[config.mk]
export PLATFORM = sky130hd
export DESIGN_NAME = rsa_modexp_arbiter_flat
export DESIGN_NICKNAME = d
export VERILOG_FILES = /design/src/rtl/rsa_modexp_arbiter_if.sv /design/src/rtl/rsa_modexp_arbiter.sv /design/src/flat_wrapper.sv
export SDC_FILE = /design/constraint.sdc
export NUM_CORES = 1
export LEC_CHECK = 0
export CORE_MARGIN = 2
export CORE_UTILIZATION = 35
export DETAILED_ROUTE_END_ITERATION = 8
export GPL_TIMING_DRIVEN = 0
export SYNTH_ARGS = -nofsm -noshare
export SYNTH_HDL_FRONTEND = slang
export SYNTH_SLANG_ARGS = --single-unit
export TNS_END_PERCENT = 1
[constraint.sdc]
create_clock -name clk -period 78.7 [get_ports clk]
set_clock_uncertainty 0.05 [all_clocks]
set_input_delay 15.74 -clock clk [delete_from_list [all_inputs] [get_ports clk]]
set_output_delay 15.74 -clock clk [all_outputs]
set_load 0.02 [all_outputs]
[src/rtl/rsa_modexp_arbiter_if.sv]
// Request/response bundle between the two modexp requesters and the arbiter.
// Macro: none here (see rsa_modexp_arbiter.sv for RSA_RR_ARB_EN).
// Signals: req0/req1 + m/e/n per port (requester -> arbiter);
//          ack0/ack1, done0/done1, result, busy (arbiter -> requester).
interface rsa_modexp_arbiter_if #(
  parameter int unsigned W = 7
);
  logic         req0;
  logic         req1;
  logic [W-1:0] m0;
  logic [W-1:0] e0;
  logic [W-1:0] n0;
  logic [W-1:0] m1;
  logic [W-1:0] e1;
  logic [W-1:0] n1;
  logic         ack0;
  logic         ack1;
  logic         done0;
  logic         done1;
  logic [W-1:0] result;
  logic         busy;

  // Requester side
  modport master (
    output req0, req1, m0, e0, n0, m1, e1, n1,
    input  ack0, ack1, done0, done1, result, busy
  );

  // Arbiter side
  modport slave (
    input  req0, req1, m0, e0, n0, m1, e1, n1,
    output ack0, ack1, done0, done1, result, busy
  );
endinterface

[src/rtl/rsa_modexp_arbiter.sv]
// Two-port modular exponentiation engine with request arbitration.
// Computes m^e mod n by right-to-left square-and-multiply, one exponent bit
// per RUN cycle, for the port granted in IDLE.
// Macro: RSA_RR_ARB_EN -- defined: round-robin between ports on ties;
//        undefined (default): fixed priority, port 1 wins ties.
// Ports: clk   - clock, rising edge
//        reset - synchronous active-low reset
//        bus   - rsa_modexp_arbiter_if.slave (requests, operands, ack/done,
//                result, busy); all outputs are registered.
// The interface instance must use the same W as this module.
module rsa_modexp_arbiter #(
  parameter int unsigned W = 7
) (
  input  logic                 clk,
  input  logic                 reset,
  rsa_modexp_arbiter_if.slave  bus
);

  localparam int unsigned PW = 2 * W;
  localparam int unsigned CW = (W > 1) ? $clog2(W) : 1;

  typedef enum logic [1:0] {
    IDLE = 2'd0,
    LOAD = 2'd1,
    RUN  = 2'd2,
    DONE = 2'd3
  } state_t;

  state_t        state;
  logic [W-1:0]  m_r;
  logic [W-1:0]  e_r;
  logic [W-1:0]  n_r;
  logic [W-1:0]  base;
  logic [W-1:0]  acc;
  logic [CW-1:0] cnt;
  logic          gnt;

`ifdef RSA_RR_ARB_EN
  // Port granted most recently; reset value 1 makes port 0 win the first tie.
  logic          last;
`endif

  logic          pick;
  logic [PW-1:0] n_x;
  logic [PW-1:0] acc_prod;
  logic [PW-1:0] base_prod;
  logic [W-1:0]  acc_mul;
  logic [W-1:0]  base_sq;
  logic [W-1:0]  base_init;
  logic [W-1:0]  acc_init;

  // Grant choice for the current IDLE cycle (1 = port 1).
  always_comb begin
    pick = bus.req1;
    if (bus.req0 && bus.req1) begin
`ifdef RSA_RR_ARB_EN
      pick = ~last;
`else
      pick = 1'b1;
`endif
    end
  end

  // Full-width products reduced in the same cycle; n = 0 forces everything to 0
  // so the modulo never divides by zero.
  always_comb begin
    n_x       = PW'(n_r);
    acc_prod  = PW'(acc) * PW'(base);
    base_prod = PW'(base) * PW'(base);
    acc_mul   = '0;
    base_sq   = '0;
    base_init = '0;
    acc_init  = '0;
    if (n_r != '0) begin
      acc_mul   = W'(acc_prod % n_x);
      base_sq   = W'(base_prod % n_x);
      base_init = m_r % n_r;
      acc_init  = (n_r == W'(1)) ? '0 : W'(1);
    end
  end

  // Control FSM, operand datapath and registered outputs.
  always_ff @(posedge clk) begin
    if (!reset) begin
      state      <= IDLE;
      m_r        <= '0;
      e_r        <= '0;
      n_r        <= '0;
      base       <= '0;
      acc        <= '0;
      cnt        <= '0;
      gnt        <= 1'b0;
`ifdef RSA_RR_ARB_EN
      last       <= 1'b1;
`endif
      bus.ack0   <= 1'b0;
      bus.ack1   <= 1'b0;
      bus.done0  <= 1'b0;
      bus.done1  <= 1'b0;
      bus.busy   <= 1'b0;
      bus.result <= '0;
    end else begin
      bus.ack0  <= 1'b0;
      bus.ack1  <= 1'b0;
      bus.done0 <= 1'b0;
      bus.done1 <= 1'b0;
      case (state)
        IDLE: begin
          // ack is registered here so it is visible throughout LOAD.
          if (bus.req0 || bus.req1) begin
            state    <= LOAD;
            bus.busy <= 1'b1;
            gnt      <= pick;
            bus.ack0 <= ~pick;
            bus.ack1 <= pick;
            m_r      <= pick ? bus.m1 : bus.m0;
            e_r      <= pick ? bus.e1 : bus.e0;
            n_r      <= pick ? bus.n1 : bus.n0;
`ifdef RSA_RR_ARB_EN
            last     <= pick;
`endif
          end
        end
        LOAD: begin
          state <= RUN;
          base  <= base_init;
          acc   <= acc_init;
          cnt   <= '0;
        end
        RUN: begin
          // Exponent is consumed LSB first by shifting.
          if (e_r[0]) begin
            acc <= acc_mul;
          end
          base <= base_sq;
          e_r  <= e_r >> 1;
          cnt  <= cnt + CW'(1);
          if (cnt == CW'(W - 1)) begin
            state <= DONE;
          end
        end
        DONE: begin
          state      <= IDLE;
          bus.busy   <= 1'b0;
          bus.result <= acc;
          bus.done0  <= ~gnt;
          bus.done1  <= gnt;
        end
        default: state <= IDLE;
      endcase
    end
  end

endmodule

[src/flat_wrapper.sv]
// flat-port wrapper written by rule: the top's interface ports become plain ports
module rsa_modexp_arbiter_flat 
#(
  parameter int unsigned W = 7
)
  (clk, reset, bus_req0, bus_req1, bus_m0, bus_e0, bus_n0, bus_m1, bus_e1, bus_n1, bus_ack0, bus_ack1, bus_done0, bus_done1, bus_result, bus_busy);
  rsa_modexp_arbiter_if #(.W(W)) bus_i ();
  input  logic clk;
  input  logic reset;
  input wire logic [$bits(bus_i.req0)-1:0] bus_req0;
  input wire logic [$bits(bus_i.req1)-1:0] bus_req1;
  input wire logic [$bits(bus_i.m0)-1:0] bus_m0;
  input wire logic [$bits(bus_i.e0)-1:0] bus_e0;
  input wire logic [$bits(bus_i.n0)-1:0] bus_n0;
  input wire logic [$bits(bus_i.m1)-1:0] bus_m1;
  input wire logic [$bits(bus_i.e1)-1:0] bus_e1;
  input wire logic [$bits(bus_i.n1)-1:0] bus_n1;
  output wire logic [$bits(bus_i.ack0)-1:0] bus_ack0;
  output wire logic [$bits(bus_i.ack1)-1:0] bus_ack1;
  output wire logic [$bits(bus_i.done0)-1:0] bus_done0;
  output wire logic [$bits(bus_i.done1)-1:0] bus_done1;
  output wire logic [$bits(bus_i.result)-1:0] bus_result;
  output wire logic [$bits(bus_i.busy)-1:0] bus_busy;
  assign bus_i.req0 = bus_req0;
  assign bus_i.req1 = bus_req1;
  assign bus_i.m0 = bus_m0;
  assign bus_i.e0 = bus_e0;
  assign bus_i.n0 = bus_n0;
  assign bus_i.m1 = bus_m1;
  assign bus_i.e1 = bus_e1;
  assign bus_i.n1 = bus_n1;
  assign bus_ack0 = bus_i.ack0;
  assign bus_ack1 = bus_i.ack1;
  assign bus_done0 = bus_i.done0;
  assign bus_done1 = bus_i.done1;
  assign bus_result = bus_i.result;
  assign bus_busy = bus_i.busy;
  rsa_modexp_arbiter #(.W(W)) u_core (.clk(clk), .reset(reset), .bus(bus_i));
endmodule
**Word level (Yosys, flattened, before mapping)**

Cells that the tools add are included.

- Flip-flop bits (word level): 53
- Latch bits: 0
- Memory bits (writable): 0
- ROM bits: 0
- Output and inout bits: 12
- Memories: 0

- $add $sub $neg: 1
- $mul: 2
- Divide/modulo/power cells: 3
- Magnitude comparators: 0
- Equal/unequal tests: 8
- Shift-type cells: 0
- Muxes and demuxes: 20
- Bitwise logic cells: 2
- Reductions and logical operators: 14

Operators by type and width:

| cell | count |
|---|---|
| 2-to-1 mux 7 bit | 9 |
| case mux 7 bit (2 select lines) | 3 |
| remainder unit 14 x 7 -> 14 bit | 2 |
| multiplier 7 x 7 -> 14 bit | 2 |
| AND reduction 2 bit | 6 |
| case mux 2 bit (4 select lines) | 1 |
| == test 7 x 1 -> 1 bit, second input constant | 1 |
| remainder unit 7 x 7 -> 7 bit | 1 |
| nonzero test 7 bit | 1 |
| != test 2 x 1 -> 1 bit, second input constant | 3 |
| case mux 3 bit (2 select lines) | 1 |
| nonzero test 2 bit | 3 |
| == test 2 bit, second input constant | 2 |
| 2-to-1 mux 2 bit | 2 |
| adder 3 x 1 -> 3 bit, second input constant | 1 |
| == test 3 bit, second input constant | 1 |
| 2-to-1 mux 1 bit | 3 |
| AND reduction 3 bit | 1 |
| == test 2 x 1 -> 1 bit, second input constant | 1 |
| logical NOT 2 bit | 1 |
| NOT 1 bit | 2 |
| case mux 1 bit (2 select lines) | 1 |
| logical AND 1 bit | 1 |
| logical OR 1 bit | 1 |

**Depth between registers and ports, before layout**

- Word-level depth: 5
- Depth in mapped cells: 146
- Depth with buffers taken out: 140

**Least setup slack after synthesis**

OpenSTA, ideal clock, no wires.

- Path kind: register -> register
- From: register u_core.base[6]
- To: register u_core.acc[2]
- Setup time: 0.122 ns
- Data arrival time: 27.631 ns
- Required time: 78.528 ns
- Setup slack: 50.897 ns
- Cell stages (with the launch flop): 137
- Buffers on the path: 5
- Period minus slack after synthesis: 27.803 ns
- Cells stage by stage: dfxtp_1 clkbuf_1 nand2_1 fa_1 fa_1 inv_1 fa_1 inv_1 fa_1 inv_1 ha_1 inv_1 nor2_1 a211o_1 nand2_1 xnor2_1 ha_1 nand4_1 [101 not listed] nand4b_4 mux2i_1 inv_1 ha_1 nor2b_1 o21ai_0 nand2b_1 a21o_1 a21oi_1 o21ai_0 a21oi_1 o21ai_0 a211oi_1 nand3_1 a2111o_1 or2_0 buf_2 a221o_1

- Cells in the longest elaborated chain, start to end: 5

Ends and longest elaborated chain:

| what | RTL line | text |
|---|---|---|
| start, declared | rsa_modexp_arbiter.sv:33 | `logic [W-1:0] base;` |
| start signal, assigned | rsa_modexp_arbiter.sv:126 | `base <= base_init;` |
| start signal, assigned | rsa_modexp_arbiter.sv:135 | `base <= base_sq;` |
| multiplier 7 x 7 -> 14 bit | rsa_modexp_arbiter.sv:68 | `acc_prod = PW'(acc) * PW'(base);` |
| remainder unit 14 x 7 -> 14 bit | rsa_modexp_arbiter.sv:75 | `acc_mul = W'(acc_prod % n_x);` |
| 2-to-1 mux 7 bit | rsa_modexp_arbiter.sv:74 | `if (n_r != '0) begin` |
| 2-to-1 mux 7 bit | rsa_modexp_arbiter.sv:132 | `if (e_r[0]) begin` |
| case mux 7 bit (2 select lines) | rsa_modexp_arbiter.sv:107 | `case (state)` |
| end signal, assigned | rsa_modexp_arbiter.sv:127 | `acc <= acc_init;` |
| end signal, assigned | rsa_modexp_arbiter.sv:133 | `acc <= acc_mul;` |
| end, declared | rsa_modexp_arbiter.sv:34 | `logic [W-1:0] acc;` |

No other way between the ends. The select of a mux whose other input is x is not followed.
A chain may end at the register's enable or synchronous reset.

**Worst setup path in the final report**

- From: register u_core.base[1]
- To: register u_core.base[1]

- Cells in the longest elaborated chain, start to end: 4

Ends and longest elaborated chain:

| what | RTL line | text |
|---|---|---|
| multiplier 7 x 7 -> 14 bit | rsa_modexp_arbiter.sv:69 | `base_prod = PW'(base) * PW'(base);` |
| remainder unit 14 x 7 -> 14 bit | rsa_modexp_arbiter.sv:76 | `base_sq = W'(base_prod % n_x);` |
| 2-to-1 mux 7 bit | rsa_modexp_arbiter.sv:74 |  |
| case mux 7 bit (2 select lines) | rsa_modexp_arbiter.sv:107 |  |

No other way between the ends.

==> flow_summary.toml <==
[placed_design]
io_buffer_count = 56
hpwlAfterDp_mm = 34.7
placed_area_mm2 = 0.0166
place_inst = 2642
gp_congestion = 0.874

[floorplanning]
start_util = 0.355
design.core.area_mm2 = 0.0431
rows = 76
die_w_um = 213
design.die.area_mm2 = 0.0454
ios = 58
die_h_um = 213

[synth]
synth_top_cell_by_area = "ha_1"
seq_area_frac_synth = 0.0694
synth_area_leaders = "ha_1 (20%), dfxtp_1 (6.9%), fa_1 (5.6%), o21a_1 (4.6%), nand2_1 (4.0%)"
synth_top_area_share = 0.203
synth_edf_count = 0
synthAdderAreaFrac = 0.260
synth_compound_area_frac = 0.284
syn_inst = 2001
synth-seq-cells = 53
syn-num-nets = 2338
async_reset_ff_frac = 0
synth_top_family_by_area = "compound AO/OA/AOI/OAI gates"
synth.distinct_cells = 112
synth.avg_cell_area_um2 = 7.64
synthesis.area_mm2 = 0.0153
yosys.area_share.simple = 0.234
ys.flop_type = "dfxtp_1"
synth_warnings = 0
synthXorXnorAreaFrac = 0.0498
muxShareOfSynthArea = 0.0588

[route]
wirelength_mm = 43.4
drt-initial-drc-count = 911
ant_nets = 0
first_pass_iters = 7
wire_per_inst_um = 16.4
vias = 15100
drc = 0
vias_per_cell = 5.70

[sta]
finalSetupTns_ns = 0
rsz0062_at_grt = "false"
final_max_slew_viol_count = 0
holdWs_ns = 0.460
worst_pin_slew_ns = 1.32
finalSetupViolCount = 0
relSlewSlack = 0.0943
hold_viol_final = 0
finalCritPeriodShare = 0.427
fmax_mhz = 29.8
min_period_ns = 33.58

[clock_network]
cts_setup_buffers = 0
clk_pin_slew_ns = 0.09
hold_buffers = 0
clk_latency_ns = 0.32
root_buffer = "clkbuf_16"
cts_tree = "built"
cts_buffer_depth = 2
htreeDepth = 2
cts_resized = 0
numCtsBuffers = 5
cts.sinks = 53

[grt]
grt_pass1_vias = 14500
antenna_found_initial = 1
grt_start_max_net_pins = 38
grt_overflow = 0
grt_usage = 0.190
grt_first_pass_wirelength_mm = 70.9

[finish]
drive_above_1_share = 0.0605
fill_cells = 4391
fin_cells = 2651
fin_area_mm2 = 0.0168
layout_commonest_cell = "ha_1"
diodes = 0
register_area_mm2 = 0.00106
multiInputGateArea_mm2 = 0.0135
syn2layout_area_growth_pct = 9.64
nets = 2402
most-common-layout-cells = "ha_1 (248), nand2_1 (162), nor2_1 (155)"

[setup_path]
crit_top_cell = "o21a_1"
crit_type = "reg -> reg"
r2r-start = "u_core.base[1]"
max_stage_delay_ns = 1.11
startpoint_type = "flip-flop"
rrSetupSlack_ns = 45.12
arrival_ns = 33.75
rr_worst_depth = 129
required_ns = 78.87
cp_slowest_cell = "a2111oi_0"
crit_family = "compound AO/OA/AOI/OAI gates"
critPathCaptureType = "flip-flop"
cp_max_fo = 10
critPathBufInv = 9
reg2reg_to = "u_core.base[1]"

[min_path]
worstHoldStart = "u_core.cnt[0]"
min_to = "u_core.cnt[0]"
min_path_cells = 2
hp-class = "reg -> reg"

[run]
maxCapViolCount = 0

[outcome]
outcome = "finished clean"
routing by layer:
metal / track usage / vias to the layer above / share of wire
met5: 0 / - / 0
met4: 0.0391 / 0 / 0.013
met3: 0.0354 / 46 / 0.061
met2: 0.301 / 392 / 0.43
met1: 0.267 / 7114 / 0.50
li1: - / 7558 / -
worst max-delay path by stage:
stage | from | to | slack [ns] | cells after the start
after floorplan | u_core.base[6] | u_core.acc[2] | 50.90 | 136
after global placement | u_core.base[1] | u_core.base[6] | 46.04 | 129
after detailed placement | u_core.base[1] | u_core.base[1] | 45.44 | 129
after CTS | u_core.base[1] | u_core.base[6] | 45.35 | 129
after global routing | u_core.base[1] | u_core.base[1] | 42.38 | 134
final | u_core.base[1] | u_core.base[1] | 45.12 | 129
state kept, by name, summed over array words and instances, names as in the netlist, 2 cells and up:
signal             count
u_core.m_r             7
u_core.e_r             7
u_core.n_r             7
u_core.acc             7
u_core.state           2
u_core.bus.result      7
u_core.cnt             3
u_core.base            7
worst reg2reg max path, delay by kind of cell (launching register included):
kind	cells	cell delay, ns
multiplexers	5	1.72
XOR/XNOR	1	0.23
adder cells (fa/ha/maj)	19	6.91
flip-flops	1	0.34
AO/OA/AOI/OAI	64	16.31
buffers and inverters	9	2.09
AND/OR/NAND/NOR	31	5.85
metrics by stage:
step	worst slack [ns]	util
4_1_cts	45.35	0.388
3_3_place_gp	46.04	0.385
6_report	45.12	0.389
3_5_place_dp	45.44	0.385
2_1_floorplan	50.90	-
5_1_grt	42.38	0.389
Yosys cell counts, types with 18 or more instances:
library cell / instances
nand3_1: 40
ha_1: 248
nor2b_1: 44
o21ai_0: 110
xor2_1: 26
inv_1: 120
nor3_1: 77
o21a_1: 94
or3_1: 23
xnor2_1: 61
mux2_2: 34
fa_1: 43
and2_1: 63
o211ai_1: 27
a21o_1: 35
mux2i_1: 45
nand2_1: 162
or2_2: 18
dfxtp_1: 53
nand2b_1: 24
nor2_1: 155
a21oi_1: 121
o31ai_1: 31
clkbuf_1: 41
logic make-up after synthesis:
kind of cell    count (synthesis)
mux                            83
flops                          53
buf+inv                       176
fa+ha+maj                     292
compound gates                614
simple gates                  696
xor+xnor                       87
cell type report:
type,instances,area share
Multi-Input combinational cell,1772,0.808
Sequential cell,53,0.0633
Tap cell,585,0.0437
Timing Repair Buffer,57,0.0351
Inverter,122,0.0273
Buffer,54,0.0134
Clock buffer,5,0.00746
Clock inverter,3,0.00172
Power is left out: the tool's default activity adds up to more than one toggle a clock period on the data nets, which glitch-free logic cannot reach.
